$ cat src/rtl/cpu_vector_seq_pkg.sv
// Shared types and constants for the vector issue sequencer.
package cpu_vector_pkg;

    localparam int INSTR_W  = 30;
    localparam int OPCODE_W = 4;

    typedef enum logic [OPCODE_W-1:0] {
        OP_SUM   = 4'b0000,
        OP_SUMFV = 4'b0001,
        OP_SUMI  = 4'b0010,
        OP_MULFV = 4'b0011,
        OP_SUBI  = 4'b0100,
        OP_LDV   = 4'b0101,
        OP_CMPEQ = 4'b0110,
        OP_NOP   = 4'b0111,
        OP_JEQ   = 4'b1000,
        OP_J     = 4'b1001,
        OP_SETI  = 4'b1010,
        OP_SETFV = 4'b1011
    } opcode_e;

    typedef enum logic [1:0] {
        IDLE  = 2'd0,
        RUN   = 2'd1,
        FLUSH = 2'd2
    } seq_state_e;

endpackage

$ cat src/rtl/cpu_vector_seq_if.sv
// Fetch/datapath-facing bundle of the issue sequencer.
// master = CPU side (fetch + datapath), slave = sequencer.
interface cpu_vector_seq_if #(
    parameter int LANES   = 4,
    parameter int INSTR_W = cpu_vector_pkg::INSTR_W
);
    localparam int LANE_W = $clog2(LANES);

    logic [INSTR_W-1:0] instr;
    logic               instr_valid;
    logic               cmp_flag;
    logic               mem_ready;
    logic               stall;
    logic               flush;
    logic               pc_sel;
    logic               lane_en;
    logic [LANE_W-1:0]  lane_idx;
    logic [3:0]         vec_op;
    logic               vec_done;

    modport master (
        output instr, instr_valid, cmp_flag, mem_ready,
        input  stall, flush, pc_sel, lane_en, lane_idx, vec_op, vec_done
    );

    modport slave (
        input  instr, instr_valid, cmp_flag, mem_ready,
        output stall, flush, pc_sel, lane_en, lane_idx, vec_op, vec_done
    );

endinterface

$ cat src/rtl/cpu_vector_seq_op_decode.sv
// Opcode classifier: which ops expand over lanes, touch memory, or branch.
module cpu_vector_op_decode
    import cpu_vector_pkg::*;
(
    input  logic [OPCODE_W-1:0] opcode_i,
    output logic                is_vec_o,
    output logic                is_mem_o,
    output logic                is_jump_o,
    output logic                is_cond_o
);

    // Pure lookup; unlisted opcodes fall through as pass-through.
    always_comb begin
        is_vec_o  = 1'b0;
        is_mem_o  = 1'b0;
        is_jump_o = 1'b0;
        is_cond_o = 1'b0;
        case (opcode_i)
            OP_SUMFV, OP_MULFV, OP_SETFV: is_vec_o = 1'b1;
            OP_LDV: begin
                is_vec_o = 1'b1;
                is_mem_o = 1'b1;
            end
            OP_J:   is_jump_o = 1'b1;
            OP_JEQ: begin
                is_jump_o = 1'b1;
                is_cond_o = 1'b1;
            end
            default: ;
        endcase
    end

endmodule

$ cat src/rtl/cpu_vector_seq.sv
// Vector issue sequencer between IF and the vector datapath.
// Optional macro CPU_VECTOR_SEQ_PERF_EN adds stall / vector-completion counters.
module cpu_vector_seq
    import cpu_vector_pkg::*;
#(
    parameter int LANES   = 4,
    parameter int INSTR_W = cpu_vector_pkg::INSTR_W
) (
    input  logic             clk,
    input  logic             rst,
    cpu_vector_seq_if.slave  bus
`ifdef CPU_VECTOR_SEQ_PERF_EN
    ,
    output logic [31:0]      perf_stall_cnt,
    output logic [15:0]      perf_vec_cnt
`endif
);

    localparam int LANE_W = $clog2(LANES);
    localparam logic [LANE_W-1:0] LAST_LANE = LANE_W'(LANES - 1);

    seq_state_e        state_q, state_d;
    logic [LANE_W-1:0] lane_idx_q, lane_idx_d;
    logic              lane_en_q, lane_en_d;
    logic [3:0]        vec_op_q, vec_op_d;
    logic              mem_q, mem_d;

    logic              is_vec, is_mem, is_jump, is_cond;
    logic              accept_vec, take_jump, advance, last_lane;
    logic              stall, flush, pc_sel, vec_done;

    cpu_vector_op_decode u_dec (
        .opcode_i  (bus.instr[INSTR_W-1 -: OPCODE_W]),
        .is_vec_o  (is_vec),
        .is_mem_o  (is_mem),
        .is_jump_o (is_jump),
        .is_cond_o (is_cond)
    );

    // New instructions are only looked at in IDLE; RUN/FLUSH ignore instr_valid.
    assign accept_vec = (state_q == IDLE) && bus.instr_valid && is_vec;
    assign take_jump  = (state_q == IDLE) && bus.instr_valid && is_jump
                        && (!is_cond || bus.cmp_flag);
    // LDV lanes wait on memory; other vector ops advance every cycle.
    assign advance    = !mem_q || bus.mem_ready;
    assign last_lane  = (state_q == RUN) && advance && (lane_idx_q == LAST_LANE);

    // State register and lane bookkeeping.
    always_ff @(posedge clk) begin
        if (!rst) begin
            state_q    <= IDLE;
            lane_idx_q <= '0;
            lane_en_q  <= 1'b0;
            vec_op_q   <= '0;
            mem_q      <= 1'b0;
        end else begin
            state_q    <= state_d;
            lane_idx_q <= lane_idx_d;
            lane_en_q  <= lane_en_d;
            vec_op_q   <= vec_op_d;
            mem_q      <= mem_d;
        end
    end

    // Next-state logic: accept vector op or jump in IDLE, walk lanes in RUN.
    always_comb begin
        state_d    = state_q;
        lane_idx_d = lane_idx_q;
        lane_en_d  = lane_en_q;
        vec_op_d   = vec_op_q;
        mem_d      = mem_q;
        case (state_q)
            IDLE: begin
                if (accept_vec) begin
                    state_d    = RUN;
                    lane_idx_d = '0;
                    lane_en_d  = 1'b1;
                    vec_op_d   = bus.instr[INSTR_W-1 -: OPCODE_W];
                    mem_d      = is_mem;
                end else if (take_jump) begin
                    state_d = FLUSH;
                end
            end
            RUN: begin
                if (last_lane) begin
                    state_d    = IDLE;
                    lane_idx_d = '0;
                    lane_en_d  = 1'b0;
                end else if (advance) begin
                    lane_idx_d = lane_idx_q + LANE_W'(1);
                end
            end
            FLUSH:   state_d = IDLE;
            default: state_d = IDLE;
        endcase
    end

    // Pipeline-control outputs. vec_done is decoded from the registered lane
    // state, qualified by mem_ready so it lines up with the completing lane.
    // All forced low while reset is asserted so an aborted op never completes.
    always_comb begin
        stall    = 1'b0;
        flush    = 1'b0;
        pc_sel   = 1'b0;
        vec_done = 1'b0;
        if (rst) begin
            case (state_q)
                IDLE: begin
                    stall  = accept_vec;
                    flush  = take_jump;
                    pc_sel = take_jump;
                end
                RUN: begin
                    stall    = !last_lane;
                    vec_done = last_lane;
                end
                FLUSH:   flush = 1'b1;
                default: ;
            endcase
        end
    end

    assign bus.stall    = stall;
    assign bus.flush    = flush;
    assign bus.pc_sel   = pc_sel;
    assign bus.vec_done = vec_done;
    assign bus.lane_en  = lane_en_q;
    assign bus.lane_idx = lane_idx_q;
    assign bus.vec_op   = vec_op_q;

`ifdef CPU_VECTOR_SEQ_PERF_EN
    logic [31:0] perf_stall_q;
    logic [15:0] perf_vec_q;

    // Free-running, wrapping event counters.
    always_ff @(posedge clk) begin
        if (!rst) begin
            perf_stall_q <= '0;
            perf_vec_q   <= '0;
        end else begin
            if (stall)    perf_stall_q <= perf_stall_q + 32'd1;
            if (vec_done) perf_vec_q   <= perf_vec_q + 16'd1;
        end
    end

    assign perf_stall_cnt = perf_stall_q;
    assign perf_vec_cnt   = perf_vec_q;
`endif

endmodule

$ cat src/flat_wrapper.sv
// flat-port wrapper written by rule: the top's interface ports become plain ports
module cpu_vector_seq_flat import cpu_vector_pkg::*;
#(
    parameter int LANES   = 4,
    parameter int INSTR_W = cpu_vector_pkg::INSTR_W
)
  (clk, rst, bus_instr, bus_instr_valid, bus_cmp_flag, bus_mem_ready, bus_stall, bus_flush, bus_pc_sel, bus_lane_en, bus_lane_idx, bus_vec_op, bus_vec_done);
  cpu_vector_seq_if #(.LANES(LANES), .INSTR_W(INSTR_W)) bus_i ();
  input  logic clk;
  input  logic rst;
  input wire logic [$bits(bus_i.instr)-1:0] bus_instr;
  input wire logic [$bits(bus_i.instr_valid)-1:0] bus_instr_valid;
  input wire logic [$bits(bus_i.cmp_flag)-1:0] bus_cmp_flag;
  input wire logic [$bits(bus_i.mem_ready)-1:0] bus_mem_ready;
  output wire logic [$bits(bus_i.stall)-1:0] bus_stall;
  output wire logic [$bits(bus_i.flush)-1:0] bus_flush;
  output wire logic [$bits(bus_i.pc_sel)-1:0] bus_pc_sel;
  output wire logic [$bits(bus_i.lane_en)-1:0] bus_lane_en;
  output wire logic [$bits(bus_i.lane_idx)-1:0] bus_lane_idx;
  output wire logic [$bits(bus_i.vec_op)-1:0] bus_vec_op;
  output wire logic [$bits(bus_i.vec_done)-1:0] bus_vec_done;
  assign bus_i.instr = bus_instr;
  assign bus_i.instr_valid = bus_instr_valid;
  assign bus_i.cmp_flag = bus_cmp_flag;
  assign bus_i.mem_ready = bus_mem_ready;
  assign bus_stall = bus_i.stall;
  assign bus_flush = bus_i.flush;
  assign bus_pc_sel = bus_i.pc_sel;
  assign bus_lane_en = bus_i.lane_en;
  assign bus_lane_idx = bus_i.lane_idx;
  assign bus_vec_op = bus_i.vec_op;
  assign bus_vec_done = bus_i.vec_done;
  cpu_vector_seq #(.LANES(LANES), .INSTR_W(INSTR_W)) u_core (.clk(clk), .rst(rst), .bus(bus_i));
endmodule
$ cat config.mk
export PLATFORM = sky130hd
export DESIGN_NAME = cpu_vector_seq_flat
export DESIGN_NICKNAME = d
export VERILOG_FILES = /design/src/rtl/cpu_vector_seq_pkg.sv /design/src/rtl/cpu_vector_seq_if.sv /design/src/rtl/cpu_vector_seq_op_decode.sv /design/src/rtl/cpu_vector_seq.sv /design/src/flat_wrapper.sv
export SDC_FILE = /design/constraint.sdc
export NUM_CORES = 1
export LEC_CHECK = 0
export BUFFER_PORTS_ARGS = -buffer_cell sky130_fd_sc_hd__buf_2
export CORE_UTILIZATION = 39
export CTS_BUF_LIST = sky130_fd_sc_hd__clkbuf_16
export CTS_CLUSTER_DIAMETER = 50
export DETAILED_ROUTE_END_ITERATION = 7
export PLACE_DENSITY = 0.88
export SLEW_MARGIN = 40
export SYNTH_ARGS = -nofsm -noshare
export SYNTH_HDL_FRONTEND = slang
export SYNTH_HIERARCHICAL = 1
export SYNTH_SLANG_ARGS = --single-unit
$ cat constraint.sdc
create_clock -name clk -period 2.5 [get_ports clk]
set_clock_uncertainty 0.15 [all_clocks]
set_input_delay 0.75 -clock clk [delete_from_list [all_inputs] [get_ports clk]]
set_output_delay 0.75 -clock clk [all_outputs]
set_load 0.01 [all_outputs]
* Word-level counts from Yosys, hierarchy flattened *
Index checks and enable logic that the tools add are counted.

word-level totals
  memories kept = 0
  memory bits (writable) = 0
  register bits = 10
  logic and storage cells = 61
  ROM bits = 0
  latch bits = 0
  input port bits = 35
  output and inout port bits = 11

operators by class
  reductions and logical operators = 19
  multiplexer cells = 23
  bitwise logic cells = 0
  equality and inequality tests = 13
  shift operators = 0
  $lt $le $gt $ge = 0
  div/mod/pow operators = 0
  $add $sub $neg = 1
  multipliers = 0

operators by type and width
  cell                                                                     number
  4-bit equality test, second input constant                               3
  1-bit 2-to-1 mux                                                         12
  2-bit 2-to-1 mux                                                         6
  2-bit case mux with 2 select lines                                       2
  1-bit logical AND                                                        6
  3-bit by 1-bit inequality test with 1-bit output, second input constant  2
  1-bit case mux with 2 select lines                                       3
  3-bit AND reduction                                                      2
  2-bit equality test, second input constant                               2
  4-bit by 1-bit equality test with 1-bit output, second input constant    1
  4-bit by 2-bit equality test with 1-bit output, second input constant    1
  4-bit by 3-bit equality test with 1-bit output, second input constant    1
  2-bit by 1-bit inequality test with 1-bit output, second input constant  2
  2-bit AND reduction                                                      2
  4-bit OR reduction                                                       1
  1-bit zero test                                                          3
  2-bit by 1-bit adder with 2-bit output, second input constant            1
  2-bit by 1-bit equality test with 1-bit output, second input constant    1
  2-bit zero test                                                          1
  1-bit logical OR                                                         2
  2-bit nonzero test                                                       1
  2-bit OR reduction                                                       1

* Longest topological paths before layout *
  depth after elaboration = 8
  mapped depth = 6

* Cells and area by module *
Netlist, hierarchy kept.

by module, submodules not included
  module                instances  cells each  area an instance (sq um)
  cpu_vector_seq        1          57          484.2
  cpu_vector_op_decode  1          5           50.0

* Least setup slack after synthesis *
Ideal clock, no wire load.

  path type = in2out
  start = in bus_instr[29]
  end = out bus_flush
  arrival time = 1,542 ps
  cell stages on the path = 5
  path buffers = 0
  path slack = 58 ps
  cell sequence = nor3b_2 > and2b_2 > nand2b_1 > a31oi_1 > nor3b_1

on the way
  cells in the longest elaborated chain, start to end = 7

ends and longest elaborated chain
  element                             line                            RTL
  from (decl)                         flat_wrapper.sv:11              input wire logic [$bits(bus_i.instr)-1:0] bus_instr;
  4-bit equality test                 cpu_vector_seq_op_decode.sv:18  case (opcode_i)
  1-bit 2-to-1 mux                    cpu_vector_seq_op_decode.sv:18
  named net u_core.is_cond            cpu_vector_seq.sv:28            logic is_vec, is_mem, is_jump, is_cond;
  1-bit zero test                     cpu_vector_seq.sv:43            && (!is_cond || bus.cmp_flag);
  1-bit logical OR                    cpu_vector_seq.sv:43
  1-bit logical AND                   cpu_vector_seq.sv:43
  1-bit case mux with 2 select lines  cpu_vector_seq.sv:107           case (state_q)
  1-bit 2-to-1 mux                    cpu_vector_seq.sv:106           if (rst) begin
  to (decl)                           flat_wrapper.sv:16              output wire logic [$bits(bus_i.flush)-1:0] bus_flush;

The timed path passes the listed nets, and every way through them passes these cells.

* Final worst setup path *
  start = in bus_instr[29]
  end = out bus_flush

on the way
  cells in the longest elaborated chain, start to end = 7

ends and longest elaborated chain
  element                                 line                            RTL
  4-bit equality test                     cpu_vector_seq_op_decode.sv:18
  2-bit OR reduction (no line) (*)        --
  1-bit 2-to-1 mux (*)                    cpu_vector_seq_op_decode.sv:18
  named net u_core.is_jump                cpu_vector_seq.sv:28
  1-bit logical AND (*)                   cpu_vector_seq.sv:42            assign take_jump = (state_q == IDLE) && bus.instr_valid && is_jump
  1-bit logical AND (*)                   cpu_vector_seq.sv:43
  1-bit case mux with 2 select lines (*)  cpu_vector_seq.sv:107
  1-bit 2-to-1 mux (*)                    cpu_vector_seq.sv:106

The timed path passes the listed nets; every way through them passes the cells marked *.

==> impl_metrics.csv <==
group,metric,value,unit
run_status,status,"finished with violations",
run_status,failed_checks,"negative setup slack",
synthesis,synth_nets,98,
cells_and_area,finalInstanceArea,781,µm²
synthesis,async_flop_share,0,
floorplanning,start_util,0.450,
setup_path,critPathMaxStageDelay,190,ps
setup_path,setup.worst_path.start_class,"input port",
synthesis,syn_inst,62,
floorplanning,coreArea,1190,µm²
grt,grt_pass1_wl,2.13,mm
timing,setup_tns,-126,ps
setup_path,cp_cell_sequence,"buf_8, nor3b_4, and2b_2, nand2b_1, a31oi_1, nor3b_1, buf_2",
timing,worst_pin_slew,422,ps
power,leakage,0.351,nW
timing,drv_slew,0,
placement,dp.cells,97,
power,peakVddDrop,0.458,mV
setup_path,reg2reg_depth,4,
synthesis,synth.ff_latch_count,10,
setup_path,startpoint,"bus_instr[29]",
cells_and_area,antennaDiodeCount,0,
placement,post_dp_cell_area,662,µm²
synthesis,yosysWarnings,6,
cells_and_area,instances_no_fill,101,
setup_path,crit_path_max_fanout,3,
routing,wirelength,1.37,mm
setup_path,cp-end-kind,"output port",
setup_path,worst-endpoint-required,1600,ps
run,cap_viol_max_count,0,
cts,clk_pin_slew,40,ps
routing,ant_nets,0,
routing,num_vias,547,
grt,grt-ovfl-total,0,
cts,clk_latency,240,ps
cells_and_area,final_layout_size_suffix_gt1_frac,0.391,
cts,cts_made_buffers,3,
worst_hold_path,hold_depth,2,
timing,timing.slew.headroom,0.716,
cts,cts.sinks,10,
cells_and_area,n_fill_cell,96,
placement,hpwl,862,µm
floorplanning,num_io_pins,46,
grt,grt_max_degree,16,
synthesis,synth_top_cell_area_share,0.375,
synthesis,synth_common_cells,"nand2_1 (16), dfxtp_1 (10), a21boi_1 (5)",
placement,gp_congestion,0.708,
cts,clock_tree.root_cell,"clkbuf_16",
placement,place.port_buffers,19,
setup_path,cp.arrival,1680,ps
cells_and_area,area_growth,46.1,%
synthesis,synthDistinctLibCells,26,
worst_hold_path,hp-class,"reg2reg",
timing,setup_viol,2,
floorplanning,die_x,39.0,µm
setup_path,critPathSlowestCell,"and2b_2",
synthesis,synthTopCellsByArea,"dfxtp_1 (37%), nand2_1 (11%), a21boi_1 (7.0%), and4bb_2 (4.7%), nor3b_2 (4.7%)",
synthesis,syn_area_per_cell,8.62,µm²
synthesis,yosysMostFrequentCell,"nand2_1",
cts,cts_tree,"yes",
synthesis,syn-cell-area,534,µm²
timing,rsz0062_at_grt,"yes",
cells_and_area,num-nets-final,124,
timing,timing.final.ws_setup,-76.8,ps
timing,finalCritPeriodShare,1.03,
setup_path,reg2reg_from,"u_core/bus.lane_idx[0]",
setup_path,worst-path-buf-inv,2,
synthesis,synth_edf_count,0,
grt,grt_pass1_vias,483,
cts,post_cts_buffers,0,
routing,post_drt_wl_per_cell,13.6,µm
grt,antenna_found_initial,0,
floorplanning,die_area,1520,µm²
routing,avgViaCountPerCell,5.42,
routing,initialDrtViolationCount,27,
routing,drc_errors,0,
grt,grt.total_usage,0.221,
cts,htreeDepth,1,
routing,firstDrtPassIters,4,
synthesis,synth_seq_area_share,0.375,
setup_path,path_class,"in2out",
floorplanning,die_h,39.0,µm
setup_path,cp.depth,7,
worst_hold_path,min_from,"u_core/bus.vec_op[0]",
timing,max_freq,388,MHz
synthesis,ys.flop_type,"dfxtp_1",
floorplanning,rows,12,
timing,finalHoldViolCount,0,
power,power.density,667,nW/µm²
setup_path,path_delay_family,"simple AND/OR/NAND/NOR gates",
timing,fin_crit,2580,ps
cts,clockBufferDepth,2,
synthesis,synth_area_leader_cell,"dfxtp_1",
## final cells by class
| cell class | count | area, µm² | share of cell area |
|---|---|---|---|
| Multi-Input combinational cell | 49 | 325 | 0.417 |
| Inverter | 1 | 3.75 | 0.00481 |
| Sequential cell | 10 | 200 | 0.256 |
| Clock buffer | 3 | 75.1 | 0.0962 |
| Tap cell | 14 | 17.5 | 0.0224 |
| Timing Repair Buffer | 23 | 155 | 0.199 |
| Clock inverter | 1 | 3.75 | 0.00481 |
## power breakdown
group	internal (W)	switching, W	total [W]
combinational	0.0000320	0.0000297	0.0000617
clock	0.000210	0.0000783	0.000288
sequential	0.000166	0.00000463	0.000171
## metal layers
| layer | share of wire | global-route usage | vias to the layer above |
|---|---|---|---|
| met5 | 0 | 0 | - |
| met4 | 0.0080 | 0.103 | 0 |
| met3 | 0.069 | 0.0867 | 2 |
| met2 | 0.51 | 0.379 | 23 |
| met1 | 0.42 | 0.233 | 256 |
| li1 | - | - | 266 |
## sequential cells by signal, indices dropped and copies added (netlist names)
signal,cells
u_core/bus.lane_idx,2
u_core/bus.vec_op,4
u_core/mem_q,1
u_core/bus.lane_en,1
u_core/state_q,2
## metrics by stage
step	setup slack, ps	power, W	hold WS (ps)	util
after floorplan	57.5	0.000203	281	-
final	-76.8	0.000521	299	0.658
after global placement	-74.4	0.000223	290	0.558
after CTS	-76.3	0.000523	302	0.640
after global routing	-143	0.000541	317	0.658
after detailed placement	-88.6	0.000226	296	0.558
## timing repair
item / in CTS / in global routing
hold buffers: 0 / 0
pin swaps: 4 / 4
endpoints found under the setup margin: 3 / 3
resized for setup: 4 / 6
## tightest hold or removal path, delay by kind of cell, from the launching register on
| kind | cells | cell delay, ps |
|---|---|---|
| simple gates | 1 | 50 |
| flops | 1 | 300 |
| compound gates | 1 | 50 |
## logic make-up after synthesis
| family | count (synthesis) | synth area share |
|---|---|---|
| AND/OR/NAND/NOR | 34 | 0.389 |
| AO/OA/AOI/OAI | 13 | 0.159 |
| flip-flops | 10 | 0.375 |
| buffers and inverters | 3 | 0.0351 |
| multiplexers | 1 | 0.0187 |
| adder cells (fa/ha/maj) | 1 | 0.0234 |
## final timing paths
kind	end	slack (ps)
max	bus_flush	-80
min	u_core/bus.vec_op[0]	300
max reg2reg	u_core/state_q[0]	1120
min reg2reg	u_core/bus.vec_op[0]	300
## cells in the final DEF (no fill, tap or decap), types with 2 or more instances in the layout
| cell | count |
|---|---|
| nand2b_1 | 3 |
| nand2_1 | 16 |
| clkbuf_16 | 3 |
| o22ai_1 | 2 |
| a21boi_1 | 5 |
| buf_2 | 16 |
| buf_6 | 2 |
| and2_1 | 2 |
| buf_8 | 2 |
| and4bb_2 | 2 |
| buf_4 | 3 |
| o21ai_0 | 2 |
| dfxtp_1 | 10 |
No activity file was read; power rests on OpenSTA's default activity.
